--- src/rtl/hash_load_ctrl.sv ---
// Receive-side sequencer: parses USB token/data packets and steers two DATA
// payload chunks into the 112-byte block-header buffer for the hashing core.
module hash_load_ctrl #(
    parameter logic [6:0] DEV_ADDR   = 7'h15,
    parameter int         CHUNK1_LEN = 63,
    parameter int         CHUNK2_LEN = 49,
    parameter int         ADDR_W     = 7
) (
    input  logic              clk,
    input  logic              n_rst,
    input  logic              byte_valid,
    input  logic [7:0]        rx_byte,
    input  logic              eop,
    input  logic              rcv_error,
    input  logic              block_ack,
    output logic              buf_wr_en,
    output logic [ADDR_W-1:0] buf_wr_addr,
    output logic [7:0]        buf_wr_data,
    output logic              new_block,
    output logic              interrupt_req,
    output logic              in_token,
    output logic              p_error,
    output logic [3:0]        state_dbg
);
    // Handshake: byte_valid, eop and rcv_error are single-cycle strobes with no
    // backpressure; new_block is a level held until the consumer pulses block_ack.

    typedef enum logic [3:0] {
        IDLE, TOK_ADDR, TOK_ENDP, TOK_EOP, DATA_META, INT_WAIT, PAY1, PAY2, DISCARD
    } state_t;

    localparam logic [7:0] PID_OUT   = 8'hE1;
    localparam logic [7:0] PID_IN    = 8'h69;
    localparam logic [7:0] PID_DATA0 = 8'hC3;
    localparam logic [7:0] PID_DATA1 = 8'h4B;
    localparam logic [7:0] META_INT  = 8'h04;
    localparam logic [7:0] META_HASH = 8'h01;

    // cnt holds the index of the last byte received (PID = 0).
    localparam logic [6:0] C1     = 7'(CHUNK1_LEN);
    localparam logic [6:0] C2     = 7'(CHUNK2_LEN);
    localparam logic [6:0] C1_END = 7'(CHUNK1_LEN + 3);
    localparam logic [6:0] C2_END = 7'(CHUNK2_LEN + 2);
    localparam logic [6:0] INT_END = 7'd3;

    state_t     state;
    logic [6:0] cnt;
    logic       is_in;
    logic       is_data;
    logic       tok_match;
    logic       disc_err;
    logic       out_armed;
    logic       chunk1_done;

    assign state_dbg = state;

    always_ff @(posedge clk) begin
        if (!n_rst) begin
            state         <= IDLE;
            cnt           <= '0;
            is_in         <= 1'b0;
            is_data       <= 1'b0;
            tok_match     <= 1'b0;
            disc_err      <= 1'b0;
            out_armed     <= 1'b0;
            chunk1_done   <= 1'b0;
            buf_wr_en     <= 1'b0;
            buf_wr_addr   <= '0;
            buf_wr_data   <= '0;
            new_block     <= 1'b0;
            interrupt_req <= 1'b0;
            in_token      <= 1'b0;
            p_error       <= 1'b0;
        end else begin
            buf_wr_en     <= 1'b0;
            interrupt_req <= 1'b0;
            in_token      <= 1'b0;
            p_error       <= 1'b0;
            if (new_block && block_ack)
                new_block <= 1'b0;

            if (rcv_error) begin
                p_error     <= 1'b1;
                out_armed   <= 1'b0;
                chunk1_done <= 1'b0;
                disc_err    <= 1'b0;
                state       <= (state == IDLE) ? IDLE : DISCARD;
            end else if (byte_valid) begin
                // Saturate so an over-long packet can never alias a valid length.
                if (state == IDLE)
                    cnt <= '0;
                else if (cnt != 7'h7F)
                    cnt <= cnt + 7'd1;
                case (state)
                    IDLE: begin
                        is_data  <= 1'b0;
                        disc_err <= 1'b0;
                        case (rx_byte)
                            PID_OUT: begin is_in <= 1'b0; state <= TOK_ADDR; end
                            PID_IN:  begin is_in <= 1'b1; state <= TOK_ADDR; end
                            PID_DATA0: begin
                                is_data <= 1'b1;
                                if (out_armed) state <= DATA_META;
                                else begin state <= DISCARD; disc_err <= 1'b1; end
                            end
                            PID_DATA1: begin
                                is_data <= 1'b1;
                                if (out_armed && chunk1_done) state <= PAY2;
                                else begin state <= DISCARD; disc_err <= 1'b1; end
                            end
                            default: state <= DISCARD;
                        endcase
                    end
                    TOK_ADDR: begin
                        tok_match <= (rx_byte[6:0] == DEV_ADDR);
                        state     <= TOK_ENDP;
                    end
                    TOK_ENDP: state <= TOK_EOP;
                    TOK_EOP:  state <= DISCARD;
                    DATA_META: begin
                        if (rx_byte == META_INT)
                            state <= INT_WAIT;
                        else if (rx_byte == META_HASH && !new_block)
                            state <= PAY1;
                        else begin
                            state    <= DISCARD;
                            disc_err <= 1'b1;
                        end
                    end
                    PAY1: begin
                        if (cnt <= C1) begin
                            buf_wr_en   <= 1'b1;
                            buf_wr_addr <= ADDR_W'(cnt - 7'd1);
                            buf_wr_data <= rx_byte;
                        end
                    end
                    PAY2: begin
                        if (cnt < C2) begin
                            buf_wr_en   <= 1'b1;
                            buf_wr_addr <= ADDR_W'(C1 + cnt);
                            buf_wr_data <= rx_byte;
                        end
                    end
                    default: ;
                endcase
            end else if (eop && state != IDLE) begin
                state <= IDLE;
                if (is_data)
                    out_armed <= 1'b0;
                case (state)
                    TOK_EOP: begin
                        if (tok_match) begin
                            if (is_in) in_token  <= 1'b1;
                            else       out_armed <= 1'b1;
                        end
                    end
                    DATA_META: p_error <= 1'b1;
                    INT_WAIT: begin
                        if (cnt == INT_END) interrupt_req <= 1'b1;
                        else                p_error       <= 1'b1;
                    end
                    PAY1: begin
                        chunk1_done <= (cnt == C1_END);
                        if (cnt != C1_END) p_error <= 1'b1;
                    end
                    PAY2: begin
                        chunk1_done <= 1'b0;
                        if (cnt != C2_END) p_error <= 1'b1;
                        else if (!block_ack) new_block <= 1'b1;
                    end
                    DISCARD: if (disc_err) p_error <= 1'b1;
                    default: ;
                endcase
            end
        end
    end
endmodule

--- config.mk ---
export PLATFORM = sky130hd
export DESIGN_NAME = hash_load_ctrl
export DESIGN_NICKNAME = d
export VERILOG_FILES = /design/src/rtl/hash_load_ctrl.sv
export SDC_FILE = /design/constraint.sdc
export NUM_CORES = 1
export LEC_CHECK = 0
export ABC_AREA = 0
export CAP_MARGIN = 15
export CORE_ASPECT_RATIO = 0.6
export CORE_MARGIN = 8
export CORE_UTILIZATION = 52
export CTS_CLUSTER_DIAMETER = 100
export DETAILED_ROUTE_END_ITERATION = 8
export HOLD_SLACK_MARGIN = 0.15
export PLACE_DENSITY = 0.79
export SLEW_MARGIN = 10
export SYNTH_ARGS = -nofsm -noshare
export SYNTH_HDL_FRONTEND = slang
export SYNTH_SLANG_ARGS = --single-unit
--- constraint.sdc ---
create_clock -name clk -period 2.1 [get_ports clk]
set_input_delay 0.42 -clock clk [delete_from_list [all_inputs] [get_ports clk]]
set_output_delay 0.42 -clock clk [all_outputs]
set_load 0.005 [all_outputs]
==> flow_summary.ini <==
[run_status]
status = complete, no violations

[drt]
drtIter0Drc = 170
drc = 0
drtAntennaViolNets = 0
wire_per_inst_microns = 16.24
routed_via_density = 5.764
dr.pass1.iters = 4
wirelength_mm = 5.637
vias = 2000

[job]
cap_violations = 0

[final_layout]
stdcell_count = 347
postLayoutCellArea_sq_um = 2755
finalNetCount = 313
syn_to_final_growth_pct = 30.84
layout_commonest_cell = clkdlybuf4s50_1
layout_common_cells = 37 x clkdlybuf4s50_1, 36 x dfxtp_1, 21 x nor2_1, 21 x nand2_1, 20 x buf_4
drive_above_1_share_pct = 11.78
antenna_cells = 0

[cts]
numCtsBuffers = 5
clock-sinks = 37
cts_tree = built
clk_latency_ps = 300
clk_path_buf_depth = 2
clkTransAtPathRegs_ps = 80
htreeDepth = 2
hold_buffers = 0
cts-root-buf = clkbuf_8

[worst_setup_path]
critPathSlowestCell = dfxtp_1
worst-path-buf-inv = 1
cp_data_required_time_ps = 1680
regToRegSetupSlack_ps = 190
cp_cell_sequence = clkdlybuf4s50_1
max_stage_delay_ps = 700
cp.arrival_ps = 1620
critPathLaunchType = flop
end_kind = output port
critPathMaxFanout = 14
crit_type = reg2out
critical-path-top-delay-family = flip-flops

[timing]
hold_violations = 0
min_period_ps = 2042
relSlewSlack_pct = 60.37
max_slew.worst_pin.slew_ps = 592.6
finClkSkew_ps = 7.737
fin_ws_ps = 57.68
slew_viol_final = 0
grt_setup_unrepaired = no
setup_viol = 0
max_freq_mhz = 489.6
period_share_pct = 97.25

[logic_synthesis]
synth_edf_count = 0
synth_seq_cells = 37
syn_area_sq_um = 2106
synthArstFlopShare_pct = 0
yosysWarnings = 0
syn-instance-count = 245
synth-seq-area-share_pct = 35.18
synth_cell_types = 50
synthFlopType = dfxtp_1
synth_nets = 262
syn_area_per_cell_sq_um = 8.595

[pwr]
ir_worst_vdd_mv = 0.4178
p_per_area_nw_per_um2 = 549.4
p_leak_nw = 1.041

[die]
die_w_microns = 98.16
die_h_microns = 65.29
num_io_pins = 38
core_area_sq_um = 3986
rows = 18
dieArea_sq_um = 6409
start_util_pct = 52.82

[grt]
grt_antenna_before_repair = 0
grt_pass1_wl_mm = 9.059
grt_start_max_net_pins = 22
grt_overflow = 0
grt_pass1_vias = 1918
track_usage_pct = 17.81

[min_path]
hold_class = reg2reg

[placement]
gp_congestion = 0.9183
hpwl_mm = 4.255
numPortBuffers = 37
dp_cells = 339
place_area_sq_um = 2630
dp_slack_ps = -36.59
power breakdown:
part / total [mW] / switching (mW) / internal, mW
logic: 0.155 / 0.0773 / 0.0781
clock network: 0.643 / 0.288 / 0.356
registers: 0.715 / 0.00969 / 0.705
through the flow:
stage	utilization, %	TNS, ps	hold WS, ps	power [mW]
2_1_floorplan	-	0	431.0	0.8025
3_3_place_gp	65.98	0	448.9	0.8799
3_5_place_dp	65.98	-65.22	458.5	0.8821
4_1_cts	68.86	0	471.8	1.517
5_1_grt	69.11	0	500.0	1.567
6_report	69.11	0	469.3	1.514
flip-flops by register name (all words and copies together), names as in the netlist:
signal         count
buf_wr_data        8
buf_wr_addr        7
cnt                7
state_dbg          4
buf_wr_en          1
chunk1_done        1
disc_err           1
in_token           1
interrupt_req      1
is_data            1
is_in              1
new_block          1
out_armed          1
p_error            1
tok_match          1
area by class of cell:
| cell class | count | area (sq um) |
|---|---|---|
| clock buffers | 5 | 68.82 |
| clock inverters | 3 | 46.29 |
| fillers | 338 | 1231 |
| inverters | 9 | 33.78 |
| multi-input cells | 185 | 1261 |
| flip-flops and latches | 37 | 742.0 |
| well taps | 50 | 62.56 |
| repair buffers | 58 | 540.5 |
cells in the mapped netlist, types with 2 or more instances:
master,instances,share of area (%)
nand2b_1,7,2.1
nor2_1,21,3.7
nand3_1,9,2.1
or4_4,2,1.1
nand3b_1,2,0.71
o211a_1,5,2.4
nor4_1,4,1.2
nor2b_1,17,5.1
or3_1,2,0.59
dfxtp_1,37,35
o31ai_1,3,1.1
a21oi_1,11,2.6
inv_1,9,1.6
nand4_1,5,1.5
ha_1,3,1.8
o21a_1,3,1.1
nor4b_1,2,0.83
xor2_1,4,1.7
nand4b_1,3,1.2
nor3b_1,4,1.4
clkbuf_1,8,1.4
and2_1,2,0.59
xnor2_1,6,2.5
and3_1,2,0.59
a21boi_0,3,1.1
a21boi_1,2,0.71
o32ai_1,2,0.83
nand2_1,21,3.7
o21ai_0,3,0.71
nor3_1,7,1.7
buf_6,3,1.6
mux2i_1,13,6.2
buf_2,3,0.71
layer usage:
| layer | vias to the layer above | share of wire [%] | GRT usage (%) | wire length, microns |
|---|---|---|---|---|
| li1 | 980 | - | - | - |
| met2 | 89 | 39 | 25.04 | 2205 |
| met1 | 922 | 50 | 23.31 | 2798 |
| met3 | 9 | 9.6 | 7.798 | 543 |
| met4 | 0 | 1.6 | 7.211 | 89 |
| met5 | - | 0 | 0 | 0 |
what timing repair did:
action / in CTS / in global routing
setup buffers: 0 / 0
resized for setup: 0 / 2
setup endpoints to repair: 0 / 1
final timing paths:
check	start	end	cells after the start
worst min-delay path	buf_wr_addr[6]$_SDFFE_PN0P_	buf_wr_addr[6]$_SDFFE_PN0P_	2
worst max-delay path	state_dbg[0]$_SDFFE_PN0P_	state_dbg[0]	1
worst min register to register	buf_wr_addr[6]$_SDFFE_PN0P_	buf_wr_addr[6]$_SDFFE_PN0P_	2
worst max register to register	state_dbg[0]$_SDFFE_PN0P_	cnt[3]$_SDFFE_PN0P_	5
kinds of logic after synthesis:
family                     after synthesis  synth area share (%)
DFF                                     37                 35.18
buffers and inverters                   23                 5.347
xor gates and xnor gates                10                 4.159
and+or+nand+nor                        114                 30.18
adders and majority gates                4                 2.258
AOI/OAI and AO/OA                       44                 16.70
muxes                                   13                 6.179
(Power assumes the default switching activity.)
